$ cat src/rtl/mb16_booth_r8_top.sv


module mb16_booth_r8_top #(
    parameter int WIDTH = 16,
    localparam int GROUP_CNT = (WIDTH >> 2) + 2
) (
    input  logic                 CLK,
    input  logic                 RST,
    input  logic [GROUP_CNT-1:0] s,
    input  logic [GROUP_CNT-1:0] d,
    input  logic [GROUP_CNT-1:0] t,
    input  logic [GROUP_CNT-1:0] q,
    input  logic [GROUP_CNT-1:0] n,
    input  logic [WIDTH-1:0]     my,
    input  logic [WIDTH+1:0]     tmy,
    output logic [GROUP_CNT-1:0] s2,
    output logic [GROUP_CNT-1:0] d2,
    output logic [GROUP_CNT-1:0] t2,
    output logic [GROUP_CNT-1:0] q2,
    output logic [GROUP_CNT-1:0] n2,
    output logic [WIDTH-1:0]     my2,
    output logic [WIDTH+1:0]     tmy2,
    output logic [WIDTH-1:0]     product
);
    logic [WIDTH-1:0] sum_s;

    // Negation is invert-then-shift plus a carry at bit sh, which equals -(M << sh) mod 2^WIDTH
    function automatic logic [WIDTH-1:0] pp_term(
        input logic             sel_s,
        input logic             sel_d,
        input logic             sel_t,
        input logic             sel_q,
        input logic             neg,
        input logic [WIDTH-1:0] m1,
        input logic [WIDTH-1:0] m3,
        input int               sh
    );
        logic [WIDTH-1:0] m;
        logic [WIDTH-1:0] cin;
        if (sel_s)      m = m1;
        else if (sel_d) m = {m1[WIDTH-2:0], 1'b0};
        else if (sel_t) m = m3;
        else if (sel_q) m = {m1[WIDTH-3:0], 2'b00};
        else            m = '0;
        if (neg) begin
            m   = ~m;
            cin = {{(WIDTH-1){1'b0}}, 1'b1} << sh;
        end else begin
            cin = '0;
        end
        return (m << sh) + cin;
    endfunction

    // Stage 1: capture the encoded digits and both multiplicand forms
    always_ff @(posedge CLK or posedge RST) begin
        if (RST) begin
            s2   <= '0;
            d2   <= '0;
            t2   <= '0;
            q2   <= '0;
            n2   <= '0;
            my2  <= '0;
            tmy2 <= '0;
        end else begin
            s2   <= s;
            d2   <= d;
            t2   <= t;
            q2   <= q;
            n2   <= n;
            my2  <= my;
            tmy2 <= tmy;
        end
    end

    // Accumulate the partial products of the registered digits
    always_comb begin
        sum_s = '0;
        for (int i = 0; i < GROUP_CNT; i++) begin
            sum_s = sum_s + pp_term(s2[i], d2[i], t2[i], q2[i], n2[i],
                                    my2, tmy2[WIDTH-1:0], 3 * i);
        end
    end

    // Stage 2: register the truncated product
    always_ff @(posedge CLK or posedge RST) begin
        if (RST) begin
            product <= '0;
        end else begin
            product <= sum_s;
        end
    end
endmodule

$ cat config.mk
export PLATFORM = sky130hd
export DESIGN_NAME = mb16_booth_r8_top
export DESIGN_NICKNAME = d
export VERILOG_FILES = /design/src/rtl/mb16_booth_r8_top.sv
export SDC_FILE = /design/constraint.sdc
export NUM_CORES = 1
export LEC_CHECK = 0
export BUFFER_PORTS_ARGS = -buffer_cell sky130_fd_sc_hd__buf_2
export CAP_MARGIN = 20
export CORE_UTILIZATION = 48
export CTS_BUF_LIST = sky130_fd_sc_hd__clkbuf_16
export DETAILED_ROUTE_END_ITERATION = 16
export PLACE_DENSITY = 0.75
export SYNTH_ARGS = -nofsm -noshare
export SYNTH_HDL_FRONTEND = slang
export SYNTH_SLANG_ARGS = --single-unit
$ cat constraint.sdc
create_clock -name CLK -period 4.7 [get_ports CLK]
set_input_delay 0.235 -clock CLK [delete_from_list [all_inputs] [get_ports CLK]]
set_output_delay 0.235 -clock CLK [all_outputs]
set_load 0.005 [all_outputs]
==> results of run 1 <==
worst max-delay path by stage:
stage | slack (ps) | endpoint
after floorplan | 3 | product[15]
after global placement | -6 | product[15]
after detailed placement | -100 | product[15]
after CTS | 3 | product[15]
after global routing | -4 | product[15]
final | 160 | product[15]
per-layer routing:
metal,vias to the layer above,track usage,part of all wire
met1,2418,0.4040,0.41
met3,37,0.05028,0.066
met5,-,0,0
met4,0,0.1319,0.029
met2,255,0.5366,0.50
li1,2336,-,-
critical path, delay by kind of cell, from the launching register on:
family          cells  cell delay (ps)
buf+inv             2              240
fa+ha+maj           5             1890
xor+xnor            2              380
compound gates      7             1340
flops               1              410
simple gates        1              150
per-stage QoR:
stage | total power (W) | utilization
2_1_floorplan | 0.002159 | -
3_3_place_gp | 0.002611 | 0.6211
3_5_place_dp | 0.002695 | 0.6211
4_1_cts | 0.003500 | 0.7035
5_1_grt | 0.003840 | 0.7170
6_report | 0.003535 | 0.7170
layout make-up:
type | instances | area, um^2 | area share
Clock buffer | 9 | 225.2 | 0.03016
Clock inverter | 6 | 92.59 | 0.01240
Inverter | 33 | 125.1 | 0.01675
Multi-Input combinational cell | 396 | 3064 | 0.4103
Sequential cell | 80 | 2004 | 0.2684
Tap cell | 136 | 170.2 | 0.02278
Timing Repair Buffer | 265 | 1787 | 0.2392
synthesized netlist by cell type (all sizes together):
cell type,instances
xnor2,48
a21oi,68
a211oi,4
nand2b,2
nand4b,1
xor2,19
ha,39
nor4bb,1
nand3b,16
o21bai,2
a41o,1
mux2,1
nand3,3
a22oi,15
fa,20
a2111o,1
xnor3,1
a221oi,9
nor3,4
o31ai,2
buf,6
dfrtp,80
nor2b,7
clkbuf,34
inv,33
nor2,25
a32oi,5
a31oi,3
nand2,60
a21o,1
o21ai,38
power by group through the flow:
stage	clock, W	sequential [W]	combinational [W]
6_report	0.000769	0.000863	0.00190
3_3_place_gp	0	0.000872	0.00174
5_1_grt	0.000806	0.000874	0.00216
2_1_floorplan	0	0.000863	0.00130
3_5_place_dp	0	0.000873	0.00182
4_1_cts	0.000773	0.000861	0.00187
sequential cells by signal (all words and copies together), names as in the netlist:
signal,flops
d2,6
my2,16
n2,6
product,16
q2,6
s2,6
t2,6
tmy2,18
logic make-up (layout without fill, tap and decap cells):
logic type                 after synthesis  count (layout)  share of synthesized area
and+or+nand+nor                        119             119                     0.1052
adders and majority gates               59              59                     0.1702
AOI/OAI and AO/OA                      149             149                     0.1690
buffers and inverters                   73             313                    0.05321
DFF                                     80              80                     0.3835
xor gates and xnor gates                68              68                     0.1167
muxes                                    1               1                   0.002157
timing repair:
| action | 4_1_cts | 5_1_grt |
|---|---|---|
| buffers inserted | 0 | 3 |
| setup endpoints to repair | 1 | 4 |
| hold buffers | 54 | 2 |
| hold endpoints to repair | 86 | 2 |
| pin swaps | 2 | 18 |
| resized for setup | 0 | 27 |
==> out/qor.txt, run 1 <==
========================================================================
Part of the total power dissipated in combinational logic          0.538
Final setup margin                                              163.2 ps
Result of the run                                              completed
Clock insertion delay at the later pin of the skew report         340 ps
Post-DRT Antenna Nets                                                  0
Class of the worst hold path                                   in -> reg
Synthesis-to-layout area growth                                   43.07%
Longest Clk Path Bufs                                                  2
Net count of the finished layout                                     910
Post-Place Cell Area                                           6470 um^2
Peak VDD IR                                                    0.5322 mV
Clock root buffer                                              clkbuf_16
Total power density per cell area                           473.4 nW/um^2
Worst R2R Start                                                    t2[2]
Net switching power                                           0.001286 W
Synth cell types                                                      34
Seq pwr share                                                      0.244
Kind of end point of the critical path                          register
Total Routing Usage GR                                            0.3175
Setup slack on the worst flop-to-flop path                        160 ps
Final Hold Vio Count                                                   0
DRC violation count after routing                                      0
Routed wire length                                              17020 um
Highest-count cells in the layout ignoring fill and taps    buf_2, dfrtp_1, a21oi_1
Origin of the worst min-delay path                                  n[0]
Endpoint of the worst register-to-register path              product[15]
Vias in the first global route                                      5135
Mean area per synthesized cell                                9.508 um^2
Transition time at the pin with the least slew margin           630.7 ps
Global-route wire length before repair                          27050 um
Post-DP HPWL                                                    12140 um
Number of clock buffers inserted by TritonCTS                          9
Startpoint class of the critical path                           register
CP most frequent cell                                               fa_1
Worst clock skew                                                4.514 ps
Max-cap violations                                                     0
Placeable core region                                         10420 um^2
Worst relative slew slack                                         0.5790
Number of diodes added for antenna fixing                              0
Avg WL per Cell                                                 18.40 um
Number of H-tree branching levels                                      3
Placed cells                                                         851
Design area                                                    7468 um^2
Setup crit start                                                   t2[2]
Top cells by area in the synthesized netlist                dfrtp_1, ha_1, xnor2_1
Min Clock Period, post-route                                     4537 ps
Arrival time at the worst endpoint                               4750 ps
Clock sink total                                                      80
Internal Dissipation                                          0.002249 W
Final count of pins violating max slew                                 0
Clock-pin slew on the worst setup and hold paths                   60 ps
Most common cell after layout, fill and taps aside                 buf_2
Worst-case reg-to-reg path depth                                      17
Sequential element share of the synthesized area                  0.3835
Clock tree from TritonCTS                                          built
Vias per inst                                                      5.455
Clock power share                                                  0.218
Ys Warns                                                               0
Placement Rows                                                        37
Placement-stage worst setup slack                              -100.0 ps
Starting DRT DRC Count                                               421
I/O pins                                                             146
CP max-delay cell                                                   fa_1
Leakage power                                                   3.542 nW
Hold depth                                                             1
Crit Path Class                                               reg -> reg
Ratio of cells with drive above 1 in the final layout             0.3143
Hold Path Sink                                                     n2[0]
Critical path fanouts, max                                             6
Final-layout fill cell count                                         766
Floorplan die height                                            106.3 um
Antenna violations before repair                                       0
Highest clock frequency the design can meet                    220.4 MHz
Period Utilization, post-route                                    0.9653
Required @ worst endpoint                                        4920 ps
Area share of the largest cell type after synthesis               0.3835
Flop and latch count out of synthesis                                 80
Count of non-filler cells in the finished layout                     925
DIE AREA                                                      11300 um^2
Synthesized instance count                                           549
Hold Slack                                                      10.62 ps
Summed instance area of the synthesized netlist                5220 um^2
Chip Width                                                      106.3 um
Final global-route overflow total                                      0
1st-pass router iterations                                             6
Switching Fraction                                                0.3637
Number of setup violations in the final report                         0
Via count                                                           5046
GP Congestion                                                     0.8849
Effective utilization at floorplan                                0.5011
Cell Chain, Critical Path                                   buf_4, nand3b_1, a21oi_1, a21oi_1, o21ai_0, xnor2_1, fa_1, fa_1, fa_1, inv_1, ha_4, ha_4, a21oi_2, o21ai_2, a2111o_1, a31oi_1, xnor3_1
Largest stage delay on the critical path                          530 ps
Synth Net Count                                                      674
Pin count of the biggest net entering global routing                  48
Setup TNS after final layout                                        0 ps
Cell taking the most area after synthesis                        dfrtp_1
Count of input and output buffers                                    145
========================================================================
Note: power is estimated with default switching activity, not from simulation.
==> run 2: changes to the inputs <==
--- a/config.mk
+++ b/config.mk
@@ -5,12 +5,13 @@
 export SDC_FILE = /design/constraint.sdc
 export NUM_CORES = 1
 export LEC_CHECK = 0
+export ABC_AREA = 1
 export BUFFER_PORTS_ARGS = -buffer_cell sky130_fd_sc_hd__buf_2
 export CAP_MARGIN = 20
-export CORE_UTILIZATION = 48
+export CORE_UTILIZATION = 55
 export CTS_BUF_LIST = sky130_fd_sc_hd__clkbuf_16
 export DETAILED_ROUTE_END_ITERATION = 16
-export PLACE_DENSITY = 0.75
+export PLACE_DENSITY = 0.81
 export SYNTH_ARGS = -nofsm -noshare
 export SYNTH_HDL_FRONTEND = slang
 export SYNTH_SLANG_ARGS = --single-unit
==> constraint.sdc (replaced) <==
create_clock -name CLK -period 5.6 [get_ports CLK]
set_input_delay 0.28 -clock CLK [delete_from_list [all_inputs] [get_ports CLK]]
set_output_delay 0.28 -clock CLK [all_outputs]
set_load 0.005 [all_outputs]
==> run 2 against run 1 <==
  * Final area is 14% lower
  * Flip-flop and latch count stayed put
  * Clock skew is 2.0 ps higher
  * Largest cell class unchanged
  * Non-clock buffer count is 117 lower
  * First-iteration DRC count is 25% higher
  * Synthesized cell count is 9.7% higher
  * Sequential share of layout area is 4.2 points higher
  * Area after synthesis is 2.6% higher
  * Die area is 10% lower
  * Wire length is 6.8% lower
==> out/qor.txt, run 2 <==
====================================================================================
Required @ worst endpoint                                                    5860 ps   +940 ps
Synthesized instance count                                                       602   +9.7%
Switching Fraction                                                            0.4094   +0.04567
Total power density per cell area                                       410.9 nW/um^2   -13%
Sequential cell area                                                       2002 um^2   -0.12%
Crit Path Class                                                           reg -> reg
Layer with the highest usage after global routing                               met2
CP max-delay cell                                                               fa_1
Avg WL per Cell                                                             18.15 um   -1.3%
Number of clock buffers inserted by TritonCTS                                      9   unchanged
Fraction of registers with async set/reset                                     1.000   unchanged
Setup repair after global routing missed its margin                               no
CP most frequent cell                                                          inv_1
Startpoint class of the critical path                                       register
Floorplan die height                                                        100.7 um   -5.3%
Flip-flop count of the largest register after layout                              18   unchanged
Number of H-tree branching levels                                                  3   unchanged
Setup TNS after final layout                                                    0 ps   unchanged
Crit path buf inv count                                                            4   +2
Synthesis-to-layout area growth                                               20.53%
Highest-count cells in the layout ignoring fill and taps                buf_2, nand2_1, inv_1
GRT met2 Usage                                                                0.5290   -0.007664
Internal Dissipation                                                      0.001567 W   -30%
Chip Width                                                                  100.7 um   -5.3%
Post-CTS setup repair buffer count                                                 0   unchanged
GP Congestion                                                                 0.9538   +7.8%
Part of the total power dissipated in combinational logic                      0.502   -0.036
GRT met1 Usage                                                                0.4377   +0.03369
Synth cell types                                                                  40   +18%
Mean area per synthesized cell                                            8.898 um^2   -6.4%
Vias per inst                                                                  5.646   +3.5%
Count of flip-flops with a built-in enable after synthesis                         0   unchanged
Number of diodes added for antenna fixing                                          0   unchanged
Met3 global-route usage                                                      0.05062   +0.0003482
Overall power                                                             0.002653 W   -25%
Peak VDD IR                                                                0.2371 mV   -55%
Critical path fanouts, max                                                        14   +8
Most used standard cell by instance count after synthesis                    nand2_1
Number of buffers inserted for hold repair after clock tree synthesis              0   -100%
Post-DRT Antenna Nets                                                              0   unchanged
Sequential element share of the synthesized area                              0.3737   -0.009765
Placement Rows                                                                    35   -5.4%
Area share of the largest cell type after synthesis                           0.3737   -0.009765
Clock insertion delay at the later pin of the skew report                     340 ps   about the same
Top cells by area in the synthesized netlist                            dfrtp_1, ha_1, xor2_1
Transition time at the pin with the least slew margin                       968.8 ps   +338.1 ps
Effective utilization at floorplan                                            0.5742   +0.07310
Antenna violations before repair                                                   0   unchanged
Number of setup violations in the final report                                     0   unchanged
Leakage power                                                               3.377 nW   -4.7%
Class of the worst hold path                                               in -> reg
Count of input and output buffers                                                145   unchanged
Min Clock Period, post-route                                                 5021 ps   +484.6 ps
Period Utilization, post-route                                                0.8967   -0.06859
Max-cap violations                                                                 0   unchanged
Clock root buffer                                                          clkbuf_16
Result of the run                                                          completed
Global-route wire length before repair                                      25010 um   -7.6%
Cells resized by post-CTS repair                                                   0   unchanged
Clock sink total                                                                  80   unchanged
Biggest registers after layout                                          tmy2: 18 flops, my2: 16 flops, product: 16 flops
1st-pass router iterations                                                         5   -1
Flop and latch count out of synthesis                                             80   unchanged
Arrival time at the worst endpoint                                           5280 ps   +530 ps
Cell taking the most area after synthesis                                    dfrtp_1
DIE AREA                                                                  10140 um^2   -10%
Final global-route overflow total                                                  0   unchanged
Leading post-synthesis cells by instance count                          nand2_1, inv_1, dfrtp_1, xor2_1, o21ai_0
Placeable core region                                                      9328 um^2   -10%
Synth Net Count                                                                  727   +7.9%
Clock tree from TritonCTS                                                      built
Largest stage delay on the critical path                                      550 ps   +20 ps
Net count of the finished layout                                                 865   -4.9%
Kind of end point of the critical path                                      register
Seq pwr share                                                                  0.271   +0.027
Total Routing Usage GR                                                        0.3283   +0.01082
Kind of cell adding the most delay to the critical path                  adder cells
Routed wire length                                                          15870 um   -6.8%
Starting DRT DRC Count                                                           526   +25%
I/O pins                                                                         146   unchanged
Multi-input gate area in the final layout                                  2883 um^2   -5.9%
Net switching power                                                       0.001086 W   -16%
Longest Clk Path Bufs                                                              2   unchanged
Ratio of cells with drive above 1 in the final layout                         0.2483   -0.06600
Final Hold Vio Count                                                               0   unchanged
Clock power share                                                              0.227   +0.009
Summed instance area of the synthesized netlist                            5356 um^2   +2.6%
Final-layout fill cell count                                                     781   +2.0%
Worst relative slew slack                                                     0.3541   -0.2249
Cell Chain, Critical Path                                               inv_1, nand2_1, o211ai_1, o21ai_0, xor2_1, fa_1, inv_1, fa_1, fa_1, inv_1, ha_1, ha_1, nand2_1, inv_1, a21boi_1, o21ai_0, a21oi_1, xor2_1
Predominant post-synthesis flop cell                                         dfrtp_1
Via count                                                                       4935   -2.2%
Final count of pins violating max slew                                             0   unchanged
Clock-pin slew on the worst setup and hold paths                               70 ps   about the same
DRC violation count after routing                                                  0   unchanged
Most common cell after layout, fill and taps aside                             buf_2
Ys Warns                                                                           0   unchanged
Worst clock skew                                                            6.476 ps   +1.962 ps
Vias in the first global route                                                  4920   -4.2%
Biggest register                                                                tmy2
Post-DP HPWL                                                                12360 um   +1.8%
Pin count of the biggest net entering global routing                              81   +69%
Highest clock frequency the design can meet                                199.1 MHz   -9.7%
====================================================================================
[run 2: cell types whose count changed after synthesis, moves of 16 or more]
cell      change
nand2_1      +27
o22ai_1      +24
o221ai_1     +16
xor2_1       +33
nand3_1      +37
a21oi_1      -34
inv_1        +49
xnor2_1      -45
clkbuf_1     -26
[run 2: through the flow]
step           cell area [um^2]  setup slack [ps]  hold slack [ps]  utilization  std cells
6_report                   6456             578.6            42.85       0.6922        874
5_1_grt                    6456             191.8            37.20       0.6922        874
4_1_cts                    6456             578.4            37.65       0.6922        874
3_5_place_dp               6156             591.4            389.3       0.6600        858
3_3_place_gp               6156             677.4            387.3       0.6600        858
2_1_floorplan              5356              1360            311.4            -        602
[run 2: metal layers]
layer | wire (um) | vias up | share of wire
met5 | 0 | - | 0
met4 | 618 | 0 | 0.039
met3 | 1301 | 48 | 0.082
met2 | 7463 | 282 | 0.47
met1 | 6483 | 2320 | 0.41
li1 | - | 2285 | -
[run 2: worst paths after layout]
path	from	end	slack (ps)	cells after the start
max reg2reg	d2[1]	product[14]	580	18
max	d2[1]	product[14]	580	18
min in group asynchronous	RST	q2[1]	250	3
max in group asynchronous	RST	n2[4]	4730	3
min reg2reg	n2[0]	product[0]	870	1
min	tmy[13]	tmy2[13]	40	1
[run 2: area by class of cell]
| class | instances | share of cell area |
|---|---|---|
| multi-input cells | 407 | 0.4465 |
| well taps | 129 | 0.02500 |
| clock buffers | 9 | 0.03488 |
| flip-flops and latches | 80 | 0.3101 |
| repair buffers | 148 | 0.1159 |
| clock inverters | 7 | 0.01163 |
| inverters | 94 | 0.05601 |
[run 2: cell families after synthesis]
family,after synthesis,synth area share
buffers and inverters,115,0.08806
XOR/XNOR,55,0.08993
flip-flops,80,0.3737
adder cells (fa/ha/maj),59,0.1658
AND/OR/NAND/NOR,157,0.1278
AO/OA/AOI/OAI,136,0.1546
[run 2: worst reg2reg max path, stage by stage (launching register included)]
cell and delay [ps]:
dfrtp_1 530, inv_1 370, nand2_1 360, o211ai_1 260
o21ai_0 160, xor2_1 200, fa_1 530, inv_1 60
fa_1 510, fa_1 550, inv_1 40, ha_1 280
ha_1 370, nand2_1 100, inv_1 40, a21boi_1 190
o21ai_0 100, a21oi_1 160, xor2_1 150
[run 2: power by group through the flow]
stage | logic (W) | registers [W] | clock network [W]
2_1_floorplan | 0.000962 | 0.000724 | 0
3_3_place_gp | 0.00125 | 0.000728 | 0
3_5_place_dp | 0.00133 | 0.000728 | 0
4_1_cts | 0.00134 | 0.000718 | 0.000612
5_1_grt | 0.00151 | 0.000729 | 0.000632
6_report | 0.00133 | 0.000719 | 0.000603
